--- config.mk ---
export PLATFORM = sky130hd
export DESIGN_NAME = apb_led_sequencer
export DESIGN_NICKNAME = d
export VERILOG_FILES = /design/src/rtl/apb_led_sequencer.sv
export SDC_FILE = /design/constraint.sdc
export NUM_CORES = 1
export LEC_CHECK = 0
export BUFFER_PORTS_ARGS = -buffer_cell sky130_fd_sc_hd__buf_4
export CELL_PAD_IN_SITES_DETAIL_PLACEMENT = 1
export CELL_PAD_IN_SITES_GLOBAL_PLACEMENT = 1
export CORE_MARGIN = 10
export CORE_UTILIZATION = 49
export DETAILED_ROUTE_END_ITERATION = 16
export GPL_ROUTABILITY_DRIVEN = 0
export PLACE_DENSITY = 0.86
export SLEW_MARGIN = 20
export SYNTH_ARGS = -nofsm -noshare
export SYNTH_HDL_FRONTEND = slang
export SYNTH_SLANG_ARGS = --single-unit
--- constraint.sdc ---
create_clock -name PCLK -period 6.6 [get_ports PCLK]
set_input_delay 1.65 -clock PCLK [delete_from_list [all_inputs] [get_ports PCLK]]
set_output_delay 1.65 -clock PCLK [all_outputs]
set_load 0.05 [all_outputs]
--- src/rtl/apb_led_sequencer.sv ---
// apb_led_sequencer: APB slave holding a 4-entry LED pattern table.
// A prescaled tick steps through the table in loop or one-shot mode and
// drives the two-bit ledOut pins.
module apb_led_sequencer #(
    parameter int ADDRWIDTH = 12
) (
    input  logic                 PCLK,
    input  logic                 PRESETn,
    input  logic                 PSEL,
    input  logic [ADDRWIDTH-1:0] PADDR,
    input  logic                 PENABLE,
    input  logic                 PWRITE,
    input  logic [31:0]          PWDATA,
    input  logic [3:0]           ECOREVNUM,
    output logic [31:0]          PRDATA,
    output logic                 PREADY,
    output logic                 PSLVERR,
    output logic [1:0]           ledOut
);

    typedef enum logic [1:0] {
        ST_IDLE = 2'd0,
        ST_RUN  = 2'd1,
        ST_DONE = 2'd2
    } state_t;

    // Word addresses (byte offset >> 2)
    localparam logic [ADDRWIDTH-3:0] W_CTRL     = (ADDRWIDTH-2)'(8'h00);
    localparam logic [ADDRWIDTH-3:0] W_PRESCALE = (ADDRWIDTH-2)'(8'h01);
    localparam logic [ADDRWIDTH-3:0] W_LENGTH   = (ADDRWIDTH-2)'(8'h02);
    localparam logic [ADDRWIDTH-3:0] W_STATUS   = (ADDRWIDTH-2)'(8'h03);
    localparam logic [ADDRWIDTH-3:0] W_PAT0     = (ADDRWIDTH-2)'(8'h04);
    localparam logic [ADDRWIDTH-3:0] W_PAT1     = (ADDRWIDTH-2)'(8'h05);
    localparam logic [ADDRWIDTH-3:0] W_PAT2     = (ADDRWIDTH-2)'(8'h06);
    localparam logic [ADDRWIDTH-3:0] W_PAT3     = (ADDRWIDTH-2)'(8'h07);
    localparam logic [ADDRWIDTH-3:0] W_ID       = '1;

    logic                 w_wr;
    logic                 w_rd;
    logic                 w_wr_ctrl;
    logic [ADDRWIDTH-3:0] w_waddr;
    logic [1:0]           w_pat_idx;
    logic                 w_tick;
    logic                 w_hold_done;
    logic                 w_unused_bits;

    logic        r_en;
    logic        r_oneshot;
    logic [23:0] r_prescale;
    logic [1:0]  r_length;
    logic [1:0]  r_pat_led  [0:3];
    logic [7:0]  r_pat_hold [0:3];
    state_t      r_state;
    logic [1:0]  r_step;
    logic [23:0] r_pcnt;
    logic [7:0]  r_hcnt;

    // Registers commit at the end of the setup phase
    assign w_wr        = PSEL & ~PENABLE & PWRITE;
    assign w_rd        = PSEL & ~PWRITE;
    assign w_waddr     = PADDR[ADDRWIDTH-1:2];
    assign w_pat_idx   = w_waddr[1:0];
    assign w_wr_ctrl   = w_wr && (w_waddr == W_CTRL);
    assign w_tick      = (r_pcnt >= r_prescale);
    assign w_hold_done = w_tick && (r_hcnt >= r_pat_hold[r_step]);

    assign PREADY  = 1'b1;
    assign PSLVERR = 1'b0;

    // Bits of the bus that no register uses
    assign w_unused_bits = &{1'b0, PWDATA[31:24], PADDR[1:0]};

    // Configuration register writes
    always_ff @(posedge PCLK or negedge PRESETn) begin
        if (!PRESETn) begin
            r_en       <= 1'b0;
            r_oneshot  <= 1'b0;
            r_prescale <= 24'd0;
            r_length   <= 2'd0;
            for (int i = 0; i < 4; i++) begin
                r_pat_led[i]  <= 2'd0;
                r_pat_hold[i] <= 8'd0;
            end
        end else if (w_wr) begin
            case (w_waddr)
                W_CTRL: begin
                    r_en      <= PWDATA[0];
                    r_oneshot <= PWDATA[1];
                end
                W_PRESCALE: r_prescale <= PWDATA[23:0];
                W_LENGTH:   r_length   <= PWDATA[1:0];
                W_PAT0, W_PAT1, W_PAT2, W_PAT3: begin
                    r_pat_led[w_pat_idx]  <= PWDATA[1:0];
                    r_pat_hold[w_pat_idx] <= PWDATA[15:8];
                end
                default: ;
            endcase
        end
    end

    // Sequencer state machine: step, prescale and hold counters
    always_ff @(posedge PCLK or negedge PRESETn) begin
        if (!PRESETn) begin
            r_state <= ST_IDLE;
            r_step  <= 2'd0;
            r_pcnt  <= 24'd0;
            r_hcnt  <= 8'd0;
        end else if (w_wr_ctrl && !PWDATA[0]) begin
            // EN=0 wins over RESTART
            r_state <= ST_IDLE;
            r_step  <= 2'd0;
            r_pcnt  <= 24'd0;
            r_hcnt  <= 8'd0;
        end else if (w_wr_ctrl && (PWDATA[2] || (r_state == ST_IDLE))) begin
            r_state <= ST_RUN;
            r_step  <= 2'd0;
            r_pcnt  <= 24'd0;
            r_hcnt  <= 8'd0;
        end else begin
            case (r_state)
                ST_RUN: begin
                    if (w_tick) begin
                        r_pcnt <= 24'd0;
                        if (w_hold_done) begin
                            r_hcnt <= 8'd0;
                            if (r_step < r_length) begin
                                r_step <= r_step + 2'd1;
                            end else if (!r_oneshot) begin
                                r_step <= 2'd0;
                            end else begin
                                r_state <= ST_DONE;
                            end
                        end else begin
                            r_hcnt <= r_hcnt + 8'd1;
                        end
                    end else begin
                        r_pcnt <= r_pcnt + 24'd1;
                    end
                end
                default: ;
            endcase
        end
    end

    // LED drive follows the pattern table directly so PAT writes show at once
    always_comb begin
        if (r_state == ST_IDLE) begin
            ledOut = 2'b00;
        end else begin
            ledOut = r_pat_led[r_step];
        end
    end

    // Combinational read mux
    always_comb begin
        PRDATA = 32'h0;
        if (w_rd) begin
            case (w_waddr)
                W_CTRL:     PRDATA = {30'h0, r_oneshot, r_en};
                W_PRESCALE: PRDATA = {8'h0, r_prescale};
                W_LENGTH:   PRDATA = {30'h0, r_length};
                W_STATUS:   PRDATA = {26'h0, (r_state == ST_DONE), (r_state == ST_RUN),
                                      2'b00, r_step};
                W_PAT0, W_PAT1, W_PAT2, W_PAT3:
                            PRDATA = {16'h0, r_pat_hold[w_pat_idx], 6'h0,
                                      r_pat_led[w_pat_idx]};
                W_ID:       PRDATA = {24'h0, 4'h1, ECOREVNUM};
                default:    PRDATA = 32'h0;
            endcase
        end else begin
            PRDATA = 32'h0;
        end
    end

endmodule

==> results.json <==
{
  "status": "complete, no violations",
  "drtIter0Drc": 428,
  "drive_gt1_frac": 0.2910,
  "numCtsBuffers": 9,
  "ctsHoldBuffers": 0,
  "worstPathRequired_ps": 4950,
  "ir_drop_mv": 0.1699,
  "portBuffers": 68,
  "cp-end-kind": "primary output",
  "num_rows": 41,
  "area_delta_synth_final_pct": 13.62,
  "p_sw_w": 0.0003066,
  "synth_mux_area_frac": 0.1948,
  "worst_ep_arrival_time_ps": 3840,
  "grt_usage": 0.2170,
  "critPathMaxFanout": 10,
  "cts_resized": 0,
  "period_share": 0.8318,
  "synth_top_family_by_area": "multiplexers",
  "antenna_found_initial": 0,
  "ys_warn_count": 0,
  "synth_compound_area_frac": 0.09426,
  "critPathLaunchType": "input pin",
  "cts_max_level": 3,
  "yosys-top-cells-count": "dfrtp_1, mux2_2, nor2_1, inv_1, ha_1",
  "dr.pass1.iters": 5,
  "power_density_nw_per_um2": 170.1,
  "cpPeakStageDelay_ps": 530,
  "start_util": 0.5039,
  "ys_seq_area_frac": 0.4059,
  "synth.top_cell.area_share": 0.4059,
  "cp_cell_sequence": "buf_4, nor4_1, nor4b_2, and2_1, a22oi_1, nor2_1, buf_4",
  "worstSetupPathType": "input pin to primary output",
  "synth_cells": 595,
  "wl_per_cell_um": 23.18,
  "crit_top_cell": "buf_4",
  "seqPwrFrac": 0.518,
  "critPathBufInv": 2,
  "comb_power_share": 0.069,
  "clock_path_buffers": 2,
  "synth_cell_types": 61,
  "place_ws_ps": 1198,
  "vias": 5045,
  "synth-adder-area-share": 0.06831,
  "cap_violations": 0,
  "hold_path.class": "flop to flop",
  "period_needed_ps": 5490,
  "cp_slowest_cell": "nor4_1",
  "synthArstFlopShare": 1.000,
  "via_per_inst": 6.115,
  "insertion_delay_ps": 360,
  "worstMarginPinSlew_ps": 1075,
  "final-setup-viol-count": 0,
  "die_h_um": 134.4,
  "synthTopCellsByArea": "dfrtp_1, mux2_2, mux4_2, ha_1, nor2_1",
  "drc": 0,
  "cts_sinks": 104,
  "die_width_um": 134.4,
  "synth_edf_count": 0,
  "switching_share": 0.2474,
  "grt_max_degree": 58,
  "antenna_cells": 0,
  "grt_pass1_wl_um": 31080,
  "max_slew_margin": 0.2830,
  "setup_slack_ps": 1110,
  "rsz0062_at_grt": "false",
  "skew_ps": 7.636,
  "cts-root-buf": "clkbuf_16",
  "max_freq_mhz": 182.1,
  "overflow": 0,
  "yosys.area.top_type": "dfrtp_1",
  "yosysMostFrequentCell": "dfrtp_1",
  "final_util": 0.5726,
  "core_sq_um": 12720,
  "netlist_area_sq_um": 6411,
  "io_pins": 89,
  "totalWireLength_um": 19120,
  "internal_power_w": 0.0009327,
  "timing.final.max_slew_violations": 0,
  "postRouteAntennaNets": 0,
  "ys.flop_type": "dfrtp_1",
  "ys_seq_elements": 104,
  "avgSynthCellArea_sq_um": 10.78,
  "fin_nets": 737,
  "synth_xor_area_frac": 0.02186,
  "post_cts_buffers": 0,
  "cts_tree": "yes",
  "setup-tns-final_ps": 0,
  "dp_hpwl_um": 13960,
  "hold_viol": 0,
  "first_global_vias": 5598,
  "path_delay_family": "simple AND/OR/NAND/NOR gates",
  "clockPowerShare": 0.413,
  "synthSimpleGateAreaFrac": 0.1591,
  "die_area_sq_um": 18060,
  "cts.clk_slew.worst_paths_ps": 70,
  "cellLeakagePower_nw": 3.372
}
[cell usage in the layout, fill, tap and decap left out, types with 12 or more instances in the layout]
| master | synthesis | routed |
|---|---|---|
| buf_4 | 11 | 73 |
| nand4_1 | 13 | 13 |
| dfrtp_1 | 104 | 104 |
| a22oi_1 | 12 | 12 |
| nor2_1 | 46 | 46 |
| a21oi_1 | 16 | 15 |
| inv_1 | 39 | 39 |
| nand2_1 | 31 | 30 |
| ha_1 | 35 | 35 |
| mux2_2 | 70 | 70 |
| mux4_2 | 20 | 20 |
| o21ai_0 | 14 | 14 |
| and3_1 | 17 | 17 |
| xnor2_1 | 16 | 16 |
[path summary, 6_finish.rpt]
path	from	to	slack [ps]	cells after the start
worst max-delay path	PADDR[9]	PRDATA[12]	1110	7
worst min-delay path	r_en	r_en	520	1
worst max register to register	r_prescale[13]	r_step[1]	2680	8
worst min register to register	r_en	r_en	520	1
max in group asynchronous	PRESETn	r_pcnt[2]	4090	2
min in group asynchronous	PRESETn	r_prescale[22]	1300	1
[metrics by stage]
stage / power, W / instance area (sq um) / cells / hold WS (ps)
after CTS: 0.001247 / 7284 / 825 / 516.2
after detailed placement: 0.0007393 / 7012 / 810 / 500.0
final: 0.001239 / 7284 / 825 / 516.4
after global placement: 0.0007353 / 7009 / 810 / 493.5
after global routing: 0.001282 / 7284 / 825 / 535.7
after floorplan: 0.0006958 / 6441 / 603 / 479.3
[area by class of cell]
type,instances,area (sq um)
Clock inverter,4,30.03
Timing Repair Buffer,73,548.0
Clock buffer,11,242.7
Tap cell,172,215.2
Multi-Input combinational cell,422,3500
Inverter,39,146.4
Sequential cell,104,2603
Fill cell,1423,5438
[state kept, by name, indices dropped and copies added, names as in the netlist]
signal      cells
r_oneshot       1
r_length        2
r_prescale     24
r_en            1
r_step          2
r_pat_hold     32
r_pcnt         24
r_state         2
r_hcnt          8
r_pat_led       8
[logic make-up (layout without fill, tap and decap cells)]
logic type	Yosys count	in the layout
adder cells (fa/ha/maj)	35	35
AND/OR/NAND/NOR	185	185
multiplexers	91	91
flip-flops	104	104
XOR/XNOR	16	16
buffers and inverters	77	127
AO/OA/AOI/OAI	85	85
other	2	10
[power by group through the flow]
stage / Combinational [W] / Clock [W] / Sequential, W
after CTS: 0.0000856 / 0.000520 / 0.000642
final: 0.0000856 / 0.000512 / 0.000642
after detailed placement: 0.0000852 / 0 / 0.000654
after global routing: 0.0000930 / 0.000547 / 0.000642
after floorplan: 0.0000432 / 0 / 0.000653
after global placement: 0.0000816 / 0 / 0.000654
[per-layer routing]
layer  wire length [um]  GRT usage  part of all wire  up-vias
li1                   -          -                 -     2269
met1               7756     0.2610              0.41     2626
met2              10080     0.3805              0.53      125
met3                969    0.04854             0.051       25
met4                312    0.05804             0.016        0
met5                  0          0                 0        -
[worst reg2reg max path, stage by stage (launching register included)]
cell      delay [ps]
dfrtp_1          400
inv_1             60
ha_1             300
nand4_1          210
or4_1            580
o32a_1           370
a211oi_4         560
or2_1            890
mux2_2           430
No activity file was read; power rests on OpenSTA's default activity.
